===== src/rtl/level_fifo.sv =====
// Parametrised single-clock FIFO with registered or first-word-fall-through read,
// fill-level reporting, almost-full/almost-empty thresholds and sticky error flags.
module level_fifo #(
  parameter int unsigned nrOfEntries      = 16,
  parameter int unsigned bitWidth         = 32,
  parameter int unsigned almostFullLevel  = 12,
  parameter int unsigned almostEmptyLevel = 4,
  parameter int unsigned fallThrough      = 0
) (
  input  logic                             clock,
  input  logic                             reset,
  input  logic                             push,
  input  logic                             pop,
  input  logic                             clearErrors,
  input  logic [bitWidth-1:0]              pushData,
  output logic [bitWidth-1:0]              popData,
  output logic                             full,
  output logic                             empty,
  output logic                             almostFull,
  output logic                             almostEmpty,
  output logic [$clog2(nrOfEntries):0]     fillLevel,
  output logic                             overflow,
  output logic                             underflow
);

  localparam int unsigned ptrWidth = $clog2(nrOfEntries);
  localparam int unsigned cntWidth = ptrWidth + 1;

  logic [bitWidth-1:0] mem [nrOfEntries];
  logic [ptrWidth-1:0] wrPtr;
  logic [ptrWidth-1:0] rdPtr;
  logic [cntWidth-1:0] count;
  logic                isFull;
  logic                isEmpty;
  logic                pushOK;
  logic                popOK;

  // Status is decoded from the registered count only, never from push/pop.
  assign isFull      = (count == cntWidth'(nrOfEntries));
  assign isEmpty     = (count == '0);
  assign full        = isFull;
  assign empty       = isEmpty;
  assign almostFull  = (count >= cntWidth'(almostFullLevel));
  assign almostEmpty = (count <= cntWidth'(almostEmptyLevel));
  assign fillLevel   = count;

  // A push into a full FIFO is accepted only when a pop frees the slot in the same cycle.
  assign pushOK = push & (~isFull | pop);
  assign popOK  = pop & ~isEmpty;

  // Storage is intentionally not reset.
  always_ff @(posedge clock) begin
    if (pushOK) begin
      mem[wrPtr] <= pushData;
    end
  end

  always_ff @(posedge clock) begin
    if (reset) begin
      wrPtr <= '0;
      rdPtr <= '0;
      count <= '0;
    end else begin
      if (pushOK) begin
        wrPtr <= wrPtr + ptrWidth'(1);
      end
      if (popOK) begin
        rdPtr <= rdPtr + ptrWidth'(1);
      end
      case ({pushOK, popOK})
        2'b10:   count <= count + cntWidth'(1);
        2'b01:   count <= count - cntWidth'(1);
        default: count <= count;
      endcase
    end
  end

  // Sticky error flags; a new error in the clear cycle wins.
  always_ff @(posedge clock) begin
    if (reset) begin
      overflow  <= 1'b0;
      underflow <= 1'b0;
    end else begin
      if (push & ~pushOK) begin
        overflow <= 1'b1;
      end else if (clearErrors) begin
        overflow <= 1'b0;
      end
      if (pop & ~popOK) begin
        underflow <= 1'b1;
      end else if (clearErrors) begin
        underflow <= 1'b0;
      end
    end
  end

  generate
    if (fallThrough != 0) begin : g_fwft
      assign popData = isEmpty ? '0 : mem[rdPtr];
    end else begin : g_registered
      logic [bitWidth-1:0] popReg;
      always_ff @(posedge clock) begin
        if (reset) begin
          popReg <= '0;
        end else if (popOK) begin
          popReg <= mem[rdPtr];
        end
      end
      assign popData = popReg;
    end
  endgenerate

endmodule


===== config.mk =====
export PLATFORM = sky130hd
export DESIGN_NAME = level_fifo
export DESIGN_NICKNAME = d
export VERILOG_FILES = /design/src/rtl/level_fifo.sv
export SDC_FILE = /design/constraint.sdc
export NUM_CORES = 1
export LEC_CHECK = 0
export ABC_AREA = 1
export CORE_AREA = 2 2 231 233
export DETAILED_ROUTE_END_ITERATION = 10
export DIE_AREA = 0 0 233 235
export GPL_TIMING_DRIVEN = 1
export HOLD_SLACK_MARGIN = 0.15
export PLACE_DENSITY_LB_ADDON = 0.3
export SLEW_MARGIN = 25
export SYNTH_ARGS = -nofsm -noshare
export SYNTH_HDL_FRONTEND = slang
export SYNTH_SLANG_ARGS = --single-unit

===== constraint.sdc =====
create_clock -name clock -period 2.6 [get_ports clock]
set_clock_uncertainty 0.1 [all_clocks]
set_input_delay 0.26 -clock clock [delete_from_list [all_inputs] [get_ports clock]]
set_output_delay 0.26 -clock clock [all_outputs]
set_load 0.02 [all_outputs]

==> results of run 1 <==
## metal layers
metal / up-vias / wire (µm)
li1: 7655 / -
met1: 7601 / 24300
met2: 500 / 27900
met3: 81 / 3210
met4: 0 / 1530
met5: - / 0
## power by group
part	internal (mW)	leakage, nW	switching [mW]
sequential	10.2	5.01	0.206
clock	5.19	0.972	3.38
combinational	2.45	5.50	4.63
total	17.9	11.5	8.22
## worst max path at each step
stage                           endpoint                       from  cells past startpoint  slack [ns]
6_report                            full  fillLevel[0]$_SDFFE_PP0P_                      4        0.29
3_3_place_gp   fillLevel[4]$_SDFFE_PP0P_                        pop                     14        0.15
5_1_grt        fillLevel[3]$_SDFFE_PP0P_  fillLevel[0]$_SDFFE_PP0P_                     12        0.14
3_5_place_dp       mem[10][20]$_DFFE_PP_                        pop                      9        0.12
2_1_floorplan        mem[0][0]$_DFFE_PP_  fillLevel[0]$_SDFFE_PP0P_                      8       -0.47
4_1_cts                             full  fillLevel[0]$_SDFFE_PP0P_                      4        0.27
## state kept, by name (all words and copies together), names as in the netlist
name       cells
fillLevel      5
overflow       1
rdPtr          4
wrPtr          4
mem          512
underflow      1
popData       32
## layout make-up
class                           count  area (µm²)
Sequential cell                   559       16300
Clock buffer                       98        1810
Tap cell                          688         861
Clock inverter                     12         190
Multi-Input combinational cell   1318        5690
Fill cell                        4434       24400
Timing Repair Buffer              148        1740
Inverter                          309        1170
## critical path, stage by stage, from the launching register on
cell and delay, ns:
dfxtp_1 0.32, nor2_2 0.16, nand3_1 0.10, nor2_2 0.13, clkdlybuf4s50_1 0.63
## per-stage QoR
step,TNS (ns),std cells,hold WS [ns]
final,0,3132,0.187
after global routing,0,3132,0.190
after CTS,0,3132,0.157
after detailed placement,0,3021,0.367
after global placement,0,3021,0.355
after floorplan,-239.79,2305,0.259
## logic make-up (layout without fill, tap and decap cells)
| kind of cell | after synthesis | count (layout) |
|---|---|---|
| xor+xnor | 7 | 7 |
| simple gates | 1281 | 1281 |
| flops | 559 | 559 |
| compound gates | 20 | 20 |
| fa+ha+maj | 10 | 10 |
| buf+inv | 428 | 567 |
## cells in the final DEF (no fill, tap or decap), drive strengths merged, types with 2 or more instances in the layout
cell	n
o21ai	4
bufinv	5
nor2	87
nand3	357
clkdlybuf4s50	78
xor2	7
edfxtp	512
clkbuf	98
nand2	833
clkinv	8
inv	307
nor3	2
buf	69
a21oi	14
ha	9
dfxtp	47
==> metrics.csv, run 1 <==
metric,value,unit
gr-total-overflow,0,
rrSetupSlack,0.33,ns
coreArea,52200,µm²
post_dp_cell_area,25800,µm²
worst_slew_pin_slew,0.909,ns
outcome,"complete, no violations",
cp.required,2.24,ns
hold_depth,3,
cp_max_fo,3,
synth_top_family_by_area,simple AND/OR/NAND/NOR gates,
start_util,45.6,%
die_area,54800,µm²
ys_seq_area_share,68.6,%
power_density,939,nW/µm²
wl,57000,µm
cts_inserted_buffers,58,
synthTopCellsByCount,"832 x nand2_1, 512 x edfxtp_1, 357 x nand3_1",
hold_start,push,
num_antenna_cells,0,
ys.flop_type,edfxtp_1,
grt_pass1_vias,15657,
avgViaCountPerCell,5.06,
drc,0,
htree_levels,2,
setup_slack,0.295,ns
synth_fa_ha_area_share,0.557,%
cts_resized,0,
synthArstFlopShare,0,%
fmax,0.434,GHz
syn_area,23800,µm²
gr-usage-met1,28.0,%
synthMuxAreaShare,0,%
grtUsageTotal,21.0,%
first_pass_iters,5,
clock_sinks,559,
drtAntennaViolNets,0,
synth_compound_area_share,0.442,%
crit_type,reg2out,
grt_setup_unrepaired,false,
cts.path.max_buffers,3,
clk_latency,0.61,ns
slew_viol_final,0,
timing.slew.headroom,39.4,%
cts_hold_buf,1,
ir_drop,627,µV
avgSynthCellArea,10.3,µm²
critPathLaunchType,register,
dpl.hpwl,32500,µm
place_ws,0.117,ns
cts_root_buffer,clkbuf_16,
synthXorXnorAreaFrac,0.258,%
drtIter0Drc,1472,
die_h,235,µm
yosys.area.top_type_share,64.6,%
p_leak,11.5,nW
holdPathEnd,overflow$_SDFFE_PP0P_,
ys_types,26,
syn_inst,2305,
io_pins,80,
cts_setup_buffers,0,
port_buffers,79,
wl_per_cell,18.2,µm
yosys.area_share.simple,22.2,%
period_minus_slack,2.31,ns
fin_util,53.2,%
crit_arrival,1.95,ns
hp-class,in2reg,
power,26.1,mW
met3_usage,2.73,%
busiest_layer,met2,
syn_nets,2352,
area_delta_synth_final,16.8,%
die_w,233,µm
post-route-period-util,88.7,%
synth.top_cells.by_area,"edfxtp_1 65%, nand2_1 13%, nand3_1 7.5%, inv_1 4.8%, dfxtp_1 4.0%",
setup_viol,0,
rows,84,
yosysMostFrequentCell,nand2_1,
grt_start_max_net_pins,96,
max-cap-violations,0,
synth-seq-cells,559,
final_cell_area,27800,µm²
critPathCaptureType,output pin,
timing_hold_violations_final,0,
synth_edf_count,512,
reg2reg_from,fillLevel[0]$_SDFFE_PP0P_,
gp_congestion,0.803,
cts_tree,yes,
synth_warnings,0,
synth_largest_area_cell,edfxtp_1,
grtUsageMet2,35.2,%
r2r-end,fillLevel[3]$_SDFFE_PP0P_,
grt_pass1_wl,88700,µm
clk_pin_slew,0.06,ns
worst_r2r_path_depth,12,
antenna_found_initial,0,
fin_nets,2441,
drive_above_1_share,7.53,%
vias,15837,
Power figures use the tool's default switching activity.
==> run 2: changes to the inputs <==
Settings changed: SKIP_CTS_REPAIR_TIMING set to 1.
==> metrics.csv, run 2 (synthesis results as in run 1) <==
metric,value,unit,change
outcome,"complete, no violations",,unchanged
wl_per_cell,18.2,µm,about the same
critPathCaptureType,output pin,,unchanged
reg2reg_from,fillLevel[0]$_SDFFE_PP0P_,,unchanged
final_cell_area,27800,µm²,unchanged
rows,84,,unchanged
crit_arrival,1.94,ns,was 1.95 ns
drive_above_1_share,7.53,%,unchanged
drc,0,,unchanged
htree_levels,2,,unchanged
fin_nets,2441,,unchanged
cts.path.max_buffers,3,,unchanged
power,26.1,mW,about the same
dpl.hpwl,32500,µm,unchanged
die_w,233,µm,unchanged
final_common_cell,nand2_1,,unchanged
die_area,54800,µm²,unchanged
holdPathEnd,overflow$_SDFFE_PP0P_,,unchanged
clk_latency,0.61,ns,about the same
first_pass_iters,7,,was 5
path_buf_inv,1,,unchanged
ir_drop,625,µV,was 627 µV
fmax,0.434,GHz,about the same
clock_sinks,559,,unchanged
coreArea,52200,µm²,unchanged
max-cap-violations,0,,unchanged
max_stage_delay,0.63,ns,about the same
whs,0.188,ns,was 0.187 ns
dp_cells,3021,,unchanged
final_cell_mix,"832 x nand2_1, 512 x edfxtp_1, 357 x nand3_1, 302 x inv_1, 78 x clkdlybuf4s50_1",,unchanged
vias,15899,,was 15837
worst_slew_pin_slew,0.905,ns,was 0.909 ns
post_dp_cell_area,25800,µm²,unchanged
cp.required,2.24,ns,about the same
crit_type,reg2out,,unchanged
grt_setup_unrepaired,false,,unchanged
wl,57000,µm,about the same
num_antenna_cells,0,,unchanged
critPathLaunchType,register,,unchanged
start_util,45.6,%,unchanged
drtIter0Drc,1502,,was 1472
timing_hold_violations_final,0,,unchanged
fillers,4434,,unchanged
p_leak,11.5,nW,unchanged
area_delta_synth_final,16.8,%,unchanged
cp-startpoint,fillLevel[0]$_SDFFE_PP0P_,,unchanged
power_density,939,nW/µm²,about the same
die_h,235,µm,unchanged
post-route-period-util,88.6,%,was 88.7%
antenna_found_initial,0,,unchanged
fin_util,53.2,%,unchanged
gp_congestion,0.803,,unchanged
cts_inserted_buffers,58,,unchanged
clk_pin_slew,0.06,ns,about the same
top_register,mem,,unchanged
cts_tree,yes,,unchanged
crit_chain,nor2_2 > nand3_1 > nor2_2 > clkdlybuf4s50_1,,unchanged
stdcell_count,3132,,unchanged
grt_pass1_wl,88700,µm,unchanged
grtUsageTotal,21.0,%,unchanged
crit_family,buffers and inverters,,unchanged
io_pins,80,,unchanged
grt_pass1_vias,15656,,was 15657
period_minus_slack,2.30,ns,was 2.31 ns
hold_start,push,,unchanged
avgViaCountPerCell,5.08,,was 5.06
drtAntennaViolNets,0,,unchanged
hp-class,in2reg,,unchanged
timing.critical_path.mode_cell,nor2_2,,unchanged
rrSetupSlack,0.33,ns,about the same
timing.slew.headroom,39.7,%,was 39.4%
hold_depth,3,,unchanged
gr-total-overflow,0,,unchanged
setup_viol,0,,unchanged
grt_start_max_net_pins,96,,unchanged
largest_reg_flops,512,,unchanged
r2r-end,fillLevel[3]$_SDFFE_PP0P_,,unchanged
slew_viol_final,0,,unchanged
cts_root_buffer,clkbuf_16,,unchanged
cp_max_fo,3,,unchanged
port_buffers,79,,unchanged
slowest_stage,clkdlybuf4s50_1,,unchanged
worst_r2r_path_depth,12,,unchanged
==> run 2: cell counts in the layout (fill, tap and decap cells not counted) <==
No cell type changed its count.
==> run 2: where the power goes <==
part | internal [mW] | total [mW] | switching, mW
registers | 10.2 | 10.4 | 0.206
clock network | 5.19 | 8.57 | 3.37
logic | 2.45 | 7.08 | 4.64
total | 17.9 | 26.1 | 8.22
==> run 2: worst min-delay path, stage by stage <==
cell and delay, ns:
clkdlybuf4s50_1 0.43, nand3_1 0.10, a21oi_1 0.06
==> run 2: area by class of cell <==
class	instances	area, µm²	share of cell area (%)
multi-input combinational	1318	5690	20.5
timing repair buffer	148	1740	6.28
sequential	559	16300	58.8
inverter	309	1170	4.21
clock buffer	98	1810	6.50
clock inverter	12	190	0.684
tap	688	861	3.10
==> run 2: how the worst max path moves through the flow <==
| stage | end | slack (ns) | cells past startpoint |
|---|---|---|---|
| after floorplan | mem[0][0]$_DFFE_PP_ | -0.47 | 8 |
| after global placement | fillLevel[4]$_SDFFE_PP0P_ | 0.15 | 14 |
| after global routing | fillLevel[3]$_SDFFE_PP0P_ | 0.14 | 12 |
| final | full | 0.30 | 4 |
| after detailed placement | mem[10][20]$_DFFE_PP_ | 0.12 | 9 |
| after CTS | full | 0.27 | 4 |
==> run 2: layer usage <==
metal / track usage [%] / part of all wire, % / up-vias
met4: 7.45 / 2.7 / 0
li1: - / - / 7656
met1: 28.0 / 43 / 7649
met2: 35.2 / 49 / 513
met5: 0 / 0 / -
met3: 2.73 / 5.7 / 81
==> run 2: stage by stage <==
step,setup WS (ns),TNS (ns)
global placement,0.153,0
detailed placement,0.117,0
finish,0.296,0
CTS,0.266,0
floorplan,-0.468,-239.79
global route,0.144,0
